[src/rtl/instr_fetch_pkg.sv]
// instr_fetch_pkg: branch codes, fetch FSM states and reset PC shared by the fetch stage
package instr_fetch_pkg;
   localparam logic [1:0] BR_NONE = 2'b00;
   localparam logic [1:0] BR_BNE  = 2'b01;
   localparam logic [1:0] BR_BEQ  = 2'b10;
   localparam logic [1:0] BR_JUMP = 2'b11;
   localparam logic [31:0] DEFAULT_RESET_PC = 32'h0000_0000;
   typedef enum logic [1:0] {ST_IDLE, ST_FETCH, ST_EXEC} state_t;
endpackage

[src/rtl/instr_fetch_next_pc_logic.sv]
// next_pc_logic: selects fall-through, branch or jump target for the held instruction
module next_pc_logic
   import instr_fetch_pkg::*;
(
   input  logic [31:0] pc_plus4,
   input  logic [31:0] instr,
   input  logic [1:0]  branch,
   input  logic        zero,
   output logic [31:0] next_pc
);
   logic [31:0] br_target;
   logic [31:0] jump_target;
   logic        taken;
   assign br_target   = pc_plus4 + {{14{instr[15]}}, instr[15:0], 2'b00};
   assign jump_target = {pc_plus4[31:28], instr[25:0], 2'b00};
   assign taken       = (branch == BR_BEQ && zero) || (branch == BR_BNE && !zero);
   assign next_pc     = branch == BR_JUMP ? jump_target : taken ? br_target : pc_plus4;
endmodule

[src/rtl/instr_fetch.sv]
// instr_fetch: owns the PC, fetches over a ready handshake and holds the word until retire
module instr_fetch
   import instr_fetch_pkg::*;
#(
   parameter logic [31:0] RESET_PC = DEFAULT_RESET_PC
)(
   input  logic        clk,
   input  logic        rst_n,
   output logic        imem_req,
   output logic [31:0] imem_addr,
   input  logic        imem_ready,
   input  logic [31:0] imem_rdata,
   output logic [31:0] instr,
   output logic        instr_valid,
   output logic [31:0] pc,
   output logic [31:0] pc_plus4,
   input  logic        retire,
   input  logic [1:0]  branch,
   input  logic        zero,
   output logic [31:0] instret
);
   state_t      state;
   logic [31:0] next_pc;
   assign imem_addr = pc;
   assign pc_plus4  = pc + 32'd4;
   next_pc_logic u_next_pc (
      .pc_plus4 (pc_plus4),
      .instr    (instr),
      .branch   (branch),
      .zero     (zero),
      .next_pc  (next_pc)
   );
   always_ff @(posedge clk or negedge rst_n) begin
      if (!rst_n) begin
         state       <= ST_IDLE;
         pc          <= RESET_PC;
         instr       <= '0;
         instr_valid <= 1'b0;
         imem_req    <= 1'b0;
         instret     <= '0;
      end else begin
         case (state)
            ST_IDLE: begin
               state    <= ST_FETCH;
               imem_req <= 1'b1;
            end
            ST_FETCH: if (imem_ready) begin
               instr       <= imem_rdata;
               state       <= ST_EXEC;
               imem_req    <= 1'b0;
               instr_valid <= 1'b1;
            end
            ST_EXEC: if (retire) begin
               pc          <= next_pc;
               instret     <= instret + 32'd1;
               state       <= ST_FETCH;
               imem_req    <= 1'b1;
               instr_valid <= 1'b0;
            end
            default: begin
               state       <= ST_IDLE;
               imem_req    <= 1'b0;
               instr_valid <= 1'b0;
            end
         endcase
      end
   end
endmodule

[config.mk]
export PLATFORM = sky130hd
export DESIGN_NAME = instr_fetch
export DESIGN_NICKNAME = d
export VERILOG_FILES = /design/src/rtl/instr_fetch_pkg.sv /design/src/rtl/instr_fetch_next_pc_logic.sv /design/src/rtl/instr_fetch.sv
export SDC_FILE = /design/constraint.sdc
export NUM_CORES = 1
export LEC_CHECK = 0
export BUFFER_PORTS_ARGS = -buffer_cell sky130_fd_sc_hd__buf_4
export CAP_MARGIN = 20
export CORE_ASPECT_RATIO = 0.7
export CORE_MARGIN = 2
export CORE_UTILIZATION = 40
export CTS_CLUSTER_SIZE = 30
export DETAILED_ROUTE_END_ITERATION = 12
export PLACE_DENSITY_LB_ADDON = 0.2
export SYNTH_ARGS = -nofsm -noshare
export SYNTH_HDL_FRONTEND = slang
export SYNTH_HIERARCHICAL = 1
export SYNTH_SLANG_ARGS = --single-unit
[constraint.sdc]
create_clock -name clk -period 4.91 [get_ports clk]
set_clock_uncertainty 0.2 [all_clocks]
set_input_delay 0.982 -clock clk [delete_from_list [all_inputs] [get_ports clk]]
set_output_delay 0.982 -clock clk [all_outputs]
set_load 0.03 [all_outputs]
Word level (Yosys, flattened, before mapping)
Index checks and enable logic that the tools add are counted. Widths: inputs -> output; s select.

Add/subtract/negate cells: 3. Reduce and logical (&&, ||, !) cells: 9. Equal/unequal tests: 7. Muxes and demuxes: 11. Bitwise gates (word level): 1.

Operators by type and width (number): $mux 32 (2); $add 32x1->32 const B (1); $add 32x3->32 const B (1); $add 32x32->32 (1); $eq 2x2->1 const B (3); $pmux 1 s3 (2); $pmux 2 s3 (1); $reduce_and 2->1 (3); $eq 2x1->1 const B (2); $mux 1 (4); $mux 2 (2); $ne 2x2->1 const B (2); $reduce_and 3->1 (1); $logic_and 1x1->1 (2); $logic_not 2->1 (1); $logic_not 1->1 (1); $logic_or 1x1->1 (1); $not 1->1 (1).

Output and inout bits: 162. Bits of input ports: 39. Word-level logic and storage cells: 37. Flip-flop bits (word level): 100.

Logic depth before layout (Yosys ltp)
Word-level depth: 5. Depth in mapped cells: 17. Mapped depth without buffers: 16.

Modules after synthesis
Netlist, hierarchy kept.

Modules (own cells, without submodules): instr_fetch (area each 4857.2 um2, cells each 466, instances 1, sequential area each 2477.4 um2); next_pc_logic (area each 2321.0 um2, cells each 353, instances 1, sequential area each 0.0 um2).

Least setup slack after synthesis
OpenSTA, ideal clock, no wires.

Path kind: register to register. From: reg pc[5] (netlist: imem_addr[5]). To: reg pc[29] (netlist: imem_addr[29]). Buffers on the path: 0. Library setup time: 0.066 ns. Setup slack: 0.704 ns. Stages on the path, launching flop included: 15. Arrival time: 3.940 ns. Required time: 4.644 ns. Clock period less this slack: 4.206 ns. Path through: dfrtp_1 -> nand4_1 -> nor3_1 -> nand4_1 -> xnor2_1 -> ha_1 -> and3_4 -> a221o_1 -> a21oi_2 -> o31a_1 -> a21oi_2 -> o21a_1 -> o31ai_1 -> nand2_1 -> nand2_1.

Longest elaborated chain between the ends: 4.

RTL lines: start, declared (RTL line instr_fetch.sv:15) `output logic [31:0] pc,`; start signal, assigned (RTL line instr_fetch.sv:54) `pc <= next_pc;`; $add 32x3->32 (RTL line instr_fetch.sv:25) `assign pc_plus4 = pc + 32'd4;`; named net pc_plus4[19] (RTL line instr_fetch.sv:16) `output logic [31:0] pc_plus4,`; $add 32x32->32 (RTL line instr_fetch_next_pc_logic.sv:14) `assign br_target = pc_plus4 + {{14{instr[15]}}, instr[15:0], 2'b00};`; $mux 32 (2 in series) (RTL line instr_fetch_next_pc_logic.sv:17) `assign next_pc = branch == BR_JUMP ? jump_target : taken ? br_target : pc_plus4;`; named net next_pc[29] (RTL line instr_fetch.sv:23) `logic [31:0] next_pc;`.

The timed path passes the listed nets, and every way through them passes these cells. A chain may end at the register's enable or synchronous reset.

Final worst setup path
From: reg pc[5] (netlist: imem_addr[5]). To: reg pc[31] (netlist: imem_addr[31]).

Longest elaborated chain between the ends: 4.

RTL lines (RTL line): $add 32x3->32 * (instr_fetch.sv:25); $add 32x32->32 (instr_fetch_next_pc_logic.sv:14); $mux 32 (instr_fetch_next_pc_logic.sv:17); $mux 32 * (instr_fetch_next_pc_logic.sv:17); named net next_pc[31] (instr_fetch.sv:23).

The timed path passes the listed nets; every way through them passes the cells marked *.

==> run_results.csv <==
group,metric,value,unit
synthesis,syn_inst,819,
worst_setup_path,worstPathArrival,4.31,ns
sta,setup_viol,0,
worst_setup_path,worstSetupPathType,"flip-flop to flip-flop",
power,seq_power_share,0.219,
final_layout,register_area,2480,sq um
final_layout,final.fill_count,1650,
floorplan,die_h,116,um
power,p_per_area,769,nW/um^2
placed_design,port_buffers,200,
worst_setup_path,cp_top_family,"simple AND/OR/NAND/NOR gates",
status,status,"complete, no violations",
placed_design,dpl.hpwl,16100,um
worst_hold_path,hold_path_class,"flip-flop to flip-flop",
final_layout,fin_nets,1050,
final_layout,final_cells,1215,
clocking,cts_hold_buf,0,
synthesis,synth_edf_count,0,
placed_design,dp_cells,1199,
sta,hold_violations,0,
drt,ant_nets,0,
worst_setup_path,cpPeakStageDelay,0.50,ns
drt,wl,21300,um
worst_hold_path,hp-start,"instret[31]",
drt,first_pass_iters,5,
sta,rsz0062_at_grt,"no",
clocking,cts_root_buf,"clkbuf_16",
grt,first_global_vias,5892,
grt,grt_max_degree,40,
clocking,clock_sinks,99,
worst_setup_path,worstReg2RegStart,"imem_addr[5]",
floorplan,top_level_ports,201,
synthesis,synth.cell_area,7180,sq um
final_layout,final_common_cell,"buf_4",
sta,worstMarginPinSlew,0.860,ns
sta,fin_crit_sh,0.858,
power,power.share.clock,0.106,
clocking,cts_tree,"yes",
synthesis,ys.flop_type,"dfrtp_1",
sta,layout_min_cycle_time,4.21,ns
final_layout,final_util,0.513,
drt,wl_per_cell,17.6,um
final_layout,drive_gt1_frac,0.308,
final_layout,num_antenna_cells,0,
synthesis,synth_fp_nets,890,
grt,grt_overflow,0,
sta,fin_hold_ws,0.292,ns
worst_setup_path,critPathLaunchType,"flip-flop",
floorplan,core_area,17400,sq um
sta,relSlewSlack,0.427,
run,max-cap-violations,0,
synthesis,seq_area_frac_synth,0.345,
sta,setup_tns,0,ns
clocking,cts_inserted_buffers,9,
synthesis,yosys.cell_types.count,65,
sta,slew_violations,0,
clocking,post_cts_buffers,0,
clocking,htree_levels,3,
power,p_comb_frac,0.675,
drt,routed_via_density,5.37,
sta,max_clock_freq,0.237,GHz
final_layout,final_cell_mix,"216 x buf_4, 162 x nand2_1, 99 x dfrtp_1, 58 x a21oi_1, 51 x xnor2_1",
floorplan,initial_utilization,0.413,
worst_setup_path,cp_max_fo,12,
clocking,clk_pin_slew,0.08,ns
synthesis,ys_ff_latch,99,
placed_design,place_ws,0.761,ns
floorplan,die_area,19100,sq um
clocking,cts_buffer_depth,2,
placed_design,place.gp.congestion,0.938,
worst_setup_path,critPathRequiredTime,5.01,ns
floorplan,fp-row-count,40,
floorplan,die_w,164,um
power,power.switching,3.63,mW
grt,track_usage,0.226,
drt,drc,0,
final_layout,multi_input_area,4160,sq um
worst_setup_path,crit_slowest_cell,"dfrtp_1",
worst_setup_path,path_buf_inv,1,
synthesis,ys_warn_count,6,
power,leakage,4.34,nW
synthesis,synthArstFlopShare,1.00,
grt,grt_pass1_wl,33300,um
power,swShare,0.530,
worst_setup_path,crit_chain,"nand4_1 > nor4_1 > buf_4 > nand4_1 > xnor2_1 > ha_1 > o21ai_0 > o21bai_1 > a31o_1 > a21oi_1 > o21ai_0 > and3_1 > a311oi_2 > xnor2_1 > nand2_1 > nand2_1",
clocking,clock_latency,0.37,ns
drt,num_vias,6530,
worst_setup_path,startpoint,"imem_addr[5]",
drt,detail_route.iter0.violations,429,
clocking,cts_resized,0,
power,peakVddDrop,0.458,mV
power,intPower,3.22,mW
final_layout,syn_to_final_growth,24.1,%
synthesis,syn_avg_cell_area,8.76,sq um
sta,fin_ws,0.699,ns
grt,antenna_found_initial,0,
worst_setup_path,crit_path_end_kind,"flip-flop",
[path summary, 6_finish.rpt]
kind,to,slack (ns),cells past startpoint
setup / recovery,imem_addr[31],0.70,16
min in group asynchronous,instr[16],0.38,1
max in group asynchronous,imem_addr[21],3.27,2
hold / removal,instret[31],0.29,1
setup reg to reg,imem_addr[31],0.70,16
hold reg to reg,instret[31],0.29,1
[synthesized netlist by cell type (5+ instances only)]
cell type    n  area, sq um
a21o_1      10         75.1
a21oi_1     58          290
a21oi_2      8         70.1
a31oi_1      8         50.1
and2_1       6         37.5
and3_1      15         93.8
buf_4       37          278
clkbuf_1    18         67.6
clkbuf_8     7         96.3
dfrtp_1     99         2480
ha_1        31          388
inv_1       16         60.1
mux2_2      32          360
nand2_1    162          608
nand3_1     27          135
nand4_1     24          150
nor2_1      40          150
nor3_1      13         65.1
nor3_2       5         50.1
o21a_1       6         45.0
o21ai_0     32          160
o31ai_1      5         37.5
or3_1        5         31.3
xnor2_1     51          447
xor2_1      31          272
[power by group through the flow]
stage	logic [mW]	registers (mW)	clock network [mW]
after floorplan	2.93	1.92	0
after global placement	4.56	1.50	0
after detailed placement	4.56	1.52	0
after CTS	4.58	1.50	0.752
after global routing	4.98	1.56	0.788
final	4.62	1.50	0.727
[layer usage]
| metal | wire length, um | share of wire | vias to the layer above | global-route usage |
|---|---|---|---|---|
| met1 | 10600 | 0.50 | 3106 | 0.350 |
| met4 | 206 | 0.0097 | 0 | 0.0456 |
| met2 | 8990 | 0.42 | 244 | 0.325 |
| met3 | 1560 | 0.073 | 17 | 0.0426 |
| li1 | - | - | 3163 | - |
| met5 | 0 | 0 | - | 0 |
[kinds of logic (layout without fill, tap and decap cells)]
family                   Yosys count  after routing  share of synthesized area
AO/OA/AOI/OAI                    157            157                      0.135
XOR/XNOR                          82             82                      0.100
adder cells (fa/ha/maj)           32             32                     0.0568
buffers and inverters             83            248                     0.0767
flip-flops                        99             99                      0.345
multiplexers                      34             34                     0.0530
AND/OR/NAND/NOR                  332            332                      0.233
[cell type report]
cell class | instances | area share
sequential | 99 | 0.278
timing repair buffer | 216 | 0.182
tap | 231 | 0.0324
clock buffer | 9 | 0.0253
multi-input combinational | 637 | 0.467
clock inverter | 7 | 0.00871
inverter | 16 | 0.00674
[per-stage QoR]
stage	area, sq um	power (mW)
3_3_place_gp	8600	6.06
4_1_cts	8910	6.84
5_1_grt	8910	7.32
2_1_floorplan	7180	4.85
3_5_place_dp	8600	6.07
6_report	8910	6.85
[registers in the layout (all words and copies together) (netlist names)]
name         count
instret         32
state            2
imem_addr       32
instr           32
instr_valid      1
[worst reg2reg max path, stage by stage, from the launching register on]
cell	delay (ns)
dfrtp_1	0.50
nand4_1	0.29
nor4_1	0.47
buf_4	0.21
nand4_1	0.11
xnor2_1	0.36
ha_1	0.44
o21ai_0	0.21
o21bai_1	0.08
a31o_1	0.21
a21oi_1	0.20
o21ai_0	0.11
and3_1	0.19
a311oi_2	0.26
xnor2_1	0.17
nand2_1	0.07
nand2_1	0.07
Power figures use the tool's default switching activity.
